## config.mk

```make
export PLATFORM = sky130hd
export DESIGN_NAME = waveform_frame_ctrl
export DESIGN_NICKNAME = d
export VERILOG_FILES = /design/src/rtl/waveform_frame_ctrl.sv
export SDC_FILE = /design/constraint.sdc
export NUM_CORES = 1
export LEC_CHECK = 0
export CAP_MARGIN = 25
export CELL_PAD_IN_SITES_DETAIL_PLACEMENT = 1
export CELL_PAD_IN_SITES_GLOBAL_PLACEMENT = 2
export CORE_UTILIZATION = 31
export CTS_BUF_LIST = sky130_fd_sc_hd__clkbuf_8
export CTS_CLUSTER_SIZE = 40
export DETAILED_ROUTE_END_ITERATION = 8
export PLACE_DENSITY = 0.85
export SLEW_MARGIN = 20
export SYNTH_ARGS = -nofsm -noshare
export SYNTH_HDL_FRONTEND = slang
export SYNTH_SLANG_ARGS = --single-unit
```

## constraint.sdc

```tcl
create_clock -name clk -period 2.4 [get_ports clk]
set_input_delay 0.48 -clock clk [delete_from_list [all_inputs] [get_ports clk]]
set_output_delay 0.48 -clock clk [all_outputs]
set_load 0.005 [all_outputs]
```

## src/rtl/waveform_frame_ctrl.sv

```systemverilog
// waveform_frame_ctrl
// Frame sequencer between the sample-to-pixel plotter and the pixel framebuffer.
// Each frame does four things in order:
//   - clear the back buffer;
//   - let the plotter draw one screen width of columns;
//   - wait for a VGA vsync falling edge;
//   - swap the buffers.
// The controller owns the framebuffer write port and picks the clear engine or
// the plotter as its source each cycle.
// Optional feature macro: WAVEFORM_DOUBLE_BUFFER_EN. When it is defined,
// fb_back_sel toggles on every swap. When it is undefined, fb_back_sel is held
// at 0, giving a single buffer.

module waveform_frame_ctrl #(
  parameter int SCREEN_WIDTH  = 640,
  parameter int SCREEN_HEIGHT = 480,
  parameter int ADDR_WIDTH    = $clog2(SCREEN_WIDTH * SCREEN_HEIGHT)
) (
  input  logic                  clk,
  input  logic                  resetn,
  input  logic                  run,
  input  logic                  vga_vsync,
  input  logic [ADDR_WIDTH-1:0] plot_addr,
  input  logic                  plot_data,
  input  logic                  plot_wr_en,
  input  logic                  plot_col_done,
  output logic                  plot_resetn,
  output logic                  plot_enable,
  output logic [ADDR_WIDTH-1:0] fb_addr,
  output logic                  fb_data,
  output logic                  fb_wr_en,
  output logic                  fb_back_sel,
  output logic                  frame_done,
  output logic                  overrun_err
);

  localparam int PIXELS    = SCREEN_WIDTH * SCREEN_HEIGHT;
  localparam int COL_WIDTH = $clog2(SCREEN_WIDTH + 1);
  localparam logic [ADDR_WIDTH-1:0] LAST_ADDR = ADDR_WIDTH'(PIXELS - 1);
  localparam logic [COL_WIDTH-1:0]  LAST_COL  = COL_WIDTH'(SCREEN_WIDTH - 1);

  typedef enum logic [2:0] {
    HOLD,
    CLEAR,
    PLOT,
    WAIT_VSYNC,
    SWAP
  } state_t;

  state_t state;
  state_t state_next;

  logic [ADDR_WIDTH-1:0] clear_addr;
  logic [ADDR_WIDTH-1:0] clear_addr_next;
  logic [COL_WIDTH-1:0]  col_count;
  logic [COL_WIDTH-1:0]  col_count_next;
  logic                  vsync_q;
  logic                  vsync_fall;

  logic [ADDR_WIDTH-1:0] fb_addr_next;
  logic                  fb_data_next;
  logic                  fb_wr_en_next;
  logic                  plot_enable_next;
  logic                  plot_resetn_next;
  logic                  back_sel_next;
  logic                  frame_done_next;
  logic                  overrun_next;

  // A falling edge is a high registered copy together with a low live level.
  assign vsync_fall = vsync_q & ~vga_vsync;

  // State register; reset abandons any frame and restarts with a full clear.
  always_ff @(posedge clk) begin
    if (!resetn) begin
      state <= CLEAR;
    end else begin
      state <= state_next;
    end
  end

  // Counters, the vsync history and all registered outputs.
  always_ff @(posedge clk) begin
    if (!resetn) begin
      clear_addr  <= '0;
      col_count   <= '0;
      vsync_q     <= 1'b1;
      fb_addr     <= '0;
      fb_data     <= 1'b0;
      fb_wr_en    <= 1'b0;
      plot_enable <= 1'b0;
      plot_resetn <= 1'b0;
      fb_back_sel <= 1'b0;
      frame_done  <= 1'b0;
      overrun_err <= 1'b0;
    end else begin
      clear_addr  <= clear_addr_next;
      col_count   <= col_count_next;
      vsync_q     <= vga_vsync;
      fb_addr     <= fb_addr_next;
      fb_data     <= fb_data_next;
      fb_wr_en    <= fb_wr_en_next;
      plot_enable <= plot_enable_next;
      plot_resetn <= plot_resetn_next;
      fb_back_sel <= back_sel_next;
      frame_done  <= frame_done_next;
      overrun_err <= overrun_next;
    end
  end

  // Next-state logic and write-port arbitration. Outputs are computed from the
  // next state so that the registered versions line up with the state itself.
  always_comb begin
    state_next       = state;
    clear_addr_next  = clear_addr;
    col_count_next   = col_count;
    fb_addr_next     = fb_addr;
    fb_data_next     = fb_data;
    fb_wr_en_next    = 1'b0;
    frame_done_next  = 1'b0;
    back_sel_next    = fb_back_sel;
    overrun_next     = overrun_err | (plot_wr_en & (state != PLOT));

    case (state)
      CLEAR: begin
        fb_wr_en_next = 1'b1;
        fb_addr_next  = clear_addr;
        fb_data_next  = 1'b0;
        if (clear_addr == LAST_ADDR) begin
          clear_addr_next = '0;
          state_next      = PLOT;
        end else begin
          clear_addr_next = clear_addr + ADDR_WIDTH'(1);
        end
      end
      PLOT: begin
        if (plot_wr_en) begin
          fb_wr_en_next = 1'b1;
          fb_addr_next  = plot_addr;
          fb_data_next  = plot_data;
        end
        if (plot_col_done) begin
          if (col_count == LAST_COL) begin
            col_count_next = '0;
            state_next     = WAIT_VSYNC;
          end else begin
            col_count_next = col_count + COL_WIDTH'(1);
          end
        end
      end
      WAIT_VSYNC: begin
        if (vsync_fall) begin
          state_next = SWAP;
        end
      end
      SWAP: begin
        frame_done_next = 1'b1;
`ifdef WAVEFORM_DOUBLE_BUFFER_EN
        back_sel_next = ~fb_back_sel;
`else
        back_sel_next = 1'b0;
`endif
        state_next = run ? CLEAR : HOLD;
      end
      HOLD: begin
        if (run) begin
          state_next = CLEAR;
        end
      end
      default: begin
        state_next = CLEAR;
      end
    endcase

    plot_enable_next = (state_next == PLOT);
    plot_resetn_next = (state_next == PLOT) || (state_next == WAIT_VSYNC) ||
                       (state_next == SWAP);
  end

endmodule

```

# --- Yosys cells after proc, flatten, opt, wreduce, memory -nomap -nowiden ---
# Cells that the tools add are included.
totals:
  ff_bits: 58
  inputBits: 26
  output_inout_bits: 26
  wordCells: 50
classes:
  addsub: 2
  eq_ne: 11
  muxes: 16
  bitwise: 4
  reduce_logical: 6
ops:
  columns: ["cell", "n"]
  rows:
  - ["19-bit 2-to-1 mux", 2]
  - ["19-bit case mux with 2 select lines", 1]
  - ["19-bit by 1-bit adder with 19-bit output (second input constant)", 1]
  - ["19-bit == test (second input constant)", 1]
  - ["3-bit 2-to-1 mux", 5]
  - ["3-bit case mux with 5 select lines", 1]
  - ["3-bit by 2-bit == test with 1-bit output (second input constant)", 4]
  - ["10-bit by 1-bit adder with 10-bit output (second input constant)", 1]
  - ["10-bit == test (second input constant)", 1]
  - ["10-bit 2-to-1 mux", 1]
  - ["3-bit == test (second input constant)", 2]
  - ["1-bit 2-to-1 mux", 4]
  - ["1-bit case mux with 2 select lines", 2]
  - ["2-bit AND reduction", 2]
  - ["3-bit by 1-bit == test with 1-bit output (second input constant)", 1]
  - ["3-bit zero test", 1]
  - ["3-bit by 2-bit inequality test with 1-bit output (second input constant)", 1]
  - ["1-bit bitwise AND", 2]
  - ["1-bit logical OR", 2]
  - ["2-bit inequality test (second input constant)", 1]
  - ["2-bit nonzero test", 1]
  - ["1-bit inverter", 1]
  - ["1-bit bitwise OR", 1]

# --- Depth between registers and ports, before layout ---
logic_depth:
  ltp_word: 7
  mapped_depth: 7
  depth_no_buf: 5

# --- Least setup slack after synthesis ---
# OpenSTA, ideal clock, no wires.
synth_path:
  kind: "reg2reg"
  startpoint: "reg state[0]"
  endpoint: "reg clear_addr[16]"
  setup_ps: 70
  arrival_time_ps: 2026
  t_required_ps: 2330
  setup_slack_ps: 304
  stages_incl_launch_ff: 8
  path_buffers: 3
  period_less_slack_ps: 2096
  path_cell_list: "dfxtp_1 > buf_4 > or3b_1 > buf_6 > or3_4 > buf_6 > or4_1 > a21oi_1"
synth_between:
  elab_chain_cells: 1
synth_lines:
  columns: ["element", "line_no", "rtl"]
  rows:
  - ["start, declared", "50", "state_t state;"]
  - ["start signal, assigned", "77", "state <= state_next;"]
  - ["3-bit by 1-bit == test with 1-bit output", "123", "case (state)"]
  - ["end signal, assigned", "96", "clear_addr <= clear_addr_next;"]
  - ["end, declared", "53", "logic [ADDR_WIDTH-1:0] clear_addr;"]
# No other way between the ends.
# A chain may end at the register's enable or synchronous reset.

# --- Worst setup path in the final report ---
# Same ends and word-level chain as after synthesis.

==> reports/metrics.cfg <==
[power]
p_total_mw = 1.84
p_clk_frac = 0.415
ir_drop_mv = 0.227
internal_power_mw = 1.42
power.leakage_nw = 1.18
netSwitchingPower_mw = 0.423
p_per_area_nw_per_um2 = 541
p_sw_frac = 0.230
p_seq_frac = 0.533
p_comb_frac = 0.053

[global_route]
use_met3 = 0.0445
grt_busiest_layer = met2
globalRouteMet2Util = 0.255
grt.total_usage = 0.169
grt-ovfl-total = 0
antenna_found_initial = 0
grt_pass1_vias = 2327
grt_pass1_wl_mm = 11.6
grt_max_degree = 23
grt_use_met1 = 0.235

[clock_network]
clock_latency_ns = 0.33
cts_root_buf = clkbuf_8
cts_inserted_buffers = 9
clockBufferDepth = 2
cts_tree = built
post_cts_resize_count = 0
post-cts-setup-buffers = 0
clock_sinks = 58
clk_pin_slew_ns = 0.06
htreeDepth = 3
postCtsHoldBufs = 0

[finish]
antenna_cells = 0
layout_common_cells = dfxtp_1 (58), clkdlybuf4s50_1 (50), nand2_1 (45)
area_delta_synth_final_pct = 29.6
fin_area_um2 = 3400
fin_util = 0.414
layout.cells.most_common = dfxtp_1
drive_above_1_share = 0.0989
final_nets = 389

[floorplan]
start_util = 0.319
ios = 52
fp.dieW_um = 94.0
die_area_um2 = 8840
core.rowCount = 33
core_um2 = 8220
fp.dieH_um = 94.0

[drt]
via_count = 2408
first_pass_iters = 4
first_iter_violations = 91
routedWlPerCell_um = 14.8
ant_nets = 0
viasPerCell = 5.13
drc = 0
wl_mm = 6.93

[yosys]
syn-instance-count = 310
yosys.area.top_type = dfxtp_1
syn_area_per_cell_um2 = 8.47
synth_cell_types = 44
netlist_top_cells_area = dfxtp_1 (44%), nand2_1 (6.4%), a311oi_1 (6.3%), nor2_1 (5.3%), xnor2_1 (4.0%)
syn_area_um2 = 2630
ys_ff_latch = 58
yosys_warnings = 0
synth_fp_nets = 338
yosysSeqAreaShare = 0.442
synth_top_area_share = 0.442

[place]
pre_cts_slack_ns = 0.141
port_buffers = 50
dpl_cell_area_um2 = 3240
dp_hpwl_mm = 4.86
routabilityCongestion = 0.864

[sta]
finClkSkew_ns = 0.00795
finalSetupViolCount = 0
period_share = 0.901
max_freq_mhz = 462
rsz0062_at_grt = false
drv_slew = 0
fin_tns_setup_ns = 0
hold_viol_final = 0
fin_ws_ns = 0.238
min_period_ns = 2.16

[setup_path]
r2r_start = state[0]
crit_arrival_ns = 2.43
startpoint_type = flip-flop
slowest_stage = or4_1
worstSetupPathType = flip-flop to flip-flop
worstSetupEndpointType = flip-flop
crit_chain = or3b_1 > or3_4 > or4_1 > a21oi_1
cp-startpoint = state[0]
cp_max_fo = 9
crit_buf_inv = 0
max_stage_delay_ns = 0.52
cp_top_family = simple AND/OR/NAND/NOR gates
required_ns = 2.67

[run_status]
status = completed

[worst_hold_path]
min_from = fb_data
hp-class = flip-flop to flip-flop

[run]
cap_violations = 0

-- cell families (layout without fill, tap and decap cells) --
| group | after synthesis | count (layout) | synth area share |
|---|---|---|---|
| AO/OA/AOI/OAI | 50 | 50 | 0.140 |
| XOR/XNOR | 19 | 19 | 0.0634 |
| adder cells (fa/ha/maj) | 2 | 2 | 0.00953 |
| buffers and inverters | 28 | 82 | 0.0520 |
| flip-flops | 58 | 58 | 0.442 |
| multiplexers | 1 | 1 | 0.00381 |
| other | 1 | 1 | 0.00143 |
| AND/OR/NAND/NOR | 151 | 151 | 0.288 |
-- power by group through the flow --
stage	combinational (mW)	sequential, mW	clock, mW
6_report	0.0969	0.980	0.763
5_1_grt	0.106	0.982	0.834
4_1_cts	0.0982	0.980	0.790
3_5_place_dp	0.0972	1.00	0
3_3_place_gp	0.0968	1.00	0
2_1_floorplan	0.0307	1.00	0
-- layout make-up --
class	count	area [um2]
clock inverters	4	20.0
multi-input cells	224	1340
clock buffers	10	138
well taps	105	131
repair buffers	62	591
inverters	6	22.5
flip-flops and latches	58	1160
fillers	960	4810
-- metrics by stage --
| stage | hold WS [ns] | cells |
|---|---|---|
| 2_1_floorplan | 0.457 | 310 |
| 3_3_place_gp | 0.453 | 455 |
| 3_5_place_dp | 0.472 | 455 |
| 4_1_cts | 0.481 | 469 |
| 5_1_grt | 0.515 | 469 |
| 6_report | 0.473 | 469 |
-- worst paths after layout --
kind                            slack, ns        endpoint  cells after the start
worst max-delay path                 0.24  clear_addr[16]                      4
worst min-delay path                 0.47         fb_data                      2
worst max register to register       0.24  clear_addr[16]                      4
worst min register to register       0.47         fb_data                      2
-- Yosys cell counts --
cell type,count
inv_1,6
o31ai_1,4
a21oi_1,12
buf_6,3
and3_1,3
nor4_1,6
nand2_1,45
a22oi_1,1
ha_1,2
and2_1,6
o21ai_0,4
conb_1,1
dfxtp_1,58
a31o_2,2
nand4_1,9
nor3b_1,3
or3_1,7
buf_4,2
mux2i_1,1
or3_4,1
clkbuf_1,16
and4_1,2
and4bb_2,1
or4_1,3
o311ai_0,1
a311oi_1,19
nor3_1,3
nand2b_1,4
nand3b_1,2
a21o_1,1
a2111oi_0,1
or4b_2,1
o41ai_1,2
or3b_1,1
o21bai_1,1
or3b_2,1
nor2_1,37
xnor2_1,12
buf_2,1
or2_2,2
nor2b_1,2
nand3_1,12
xor2_1,7
a21boi_0,2
-- worst register-to-register path, cell delays in order, from the launching register on --
cell,delay (ns)
dfxtp_1,0.47
or3b_1,0.48
or3_4,0.48
or4_1,0.52
a21oi_1,0.15
-- registers in the layout, summed over array words and instances, names as in the netlist --
signal       cells
clear_addr      19
fb_addr         19
col_count       10
state            3
fb_data          1
fb_wr_en         1
frame_done       1
overrun_err      1
plot_enable      1
plot_resetn      1
vsync_q          1
-- routing by layer --
metal / up-vias / wire [um]
li1: 1193 / -
met1: 1152 / 3560
met2: 54 / 2970
met3: 9 / 309
met4: 0 / 81
met5: - / 0
No activity file was read; power rests on OpenSTA's default activity.
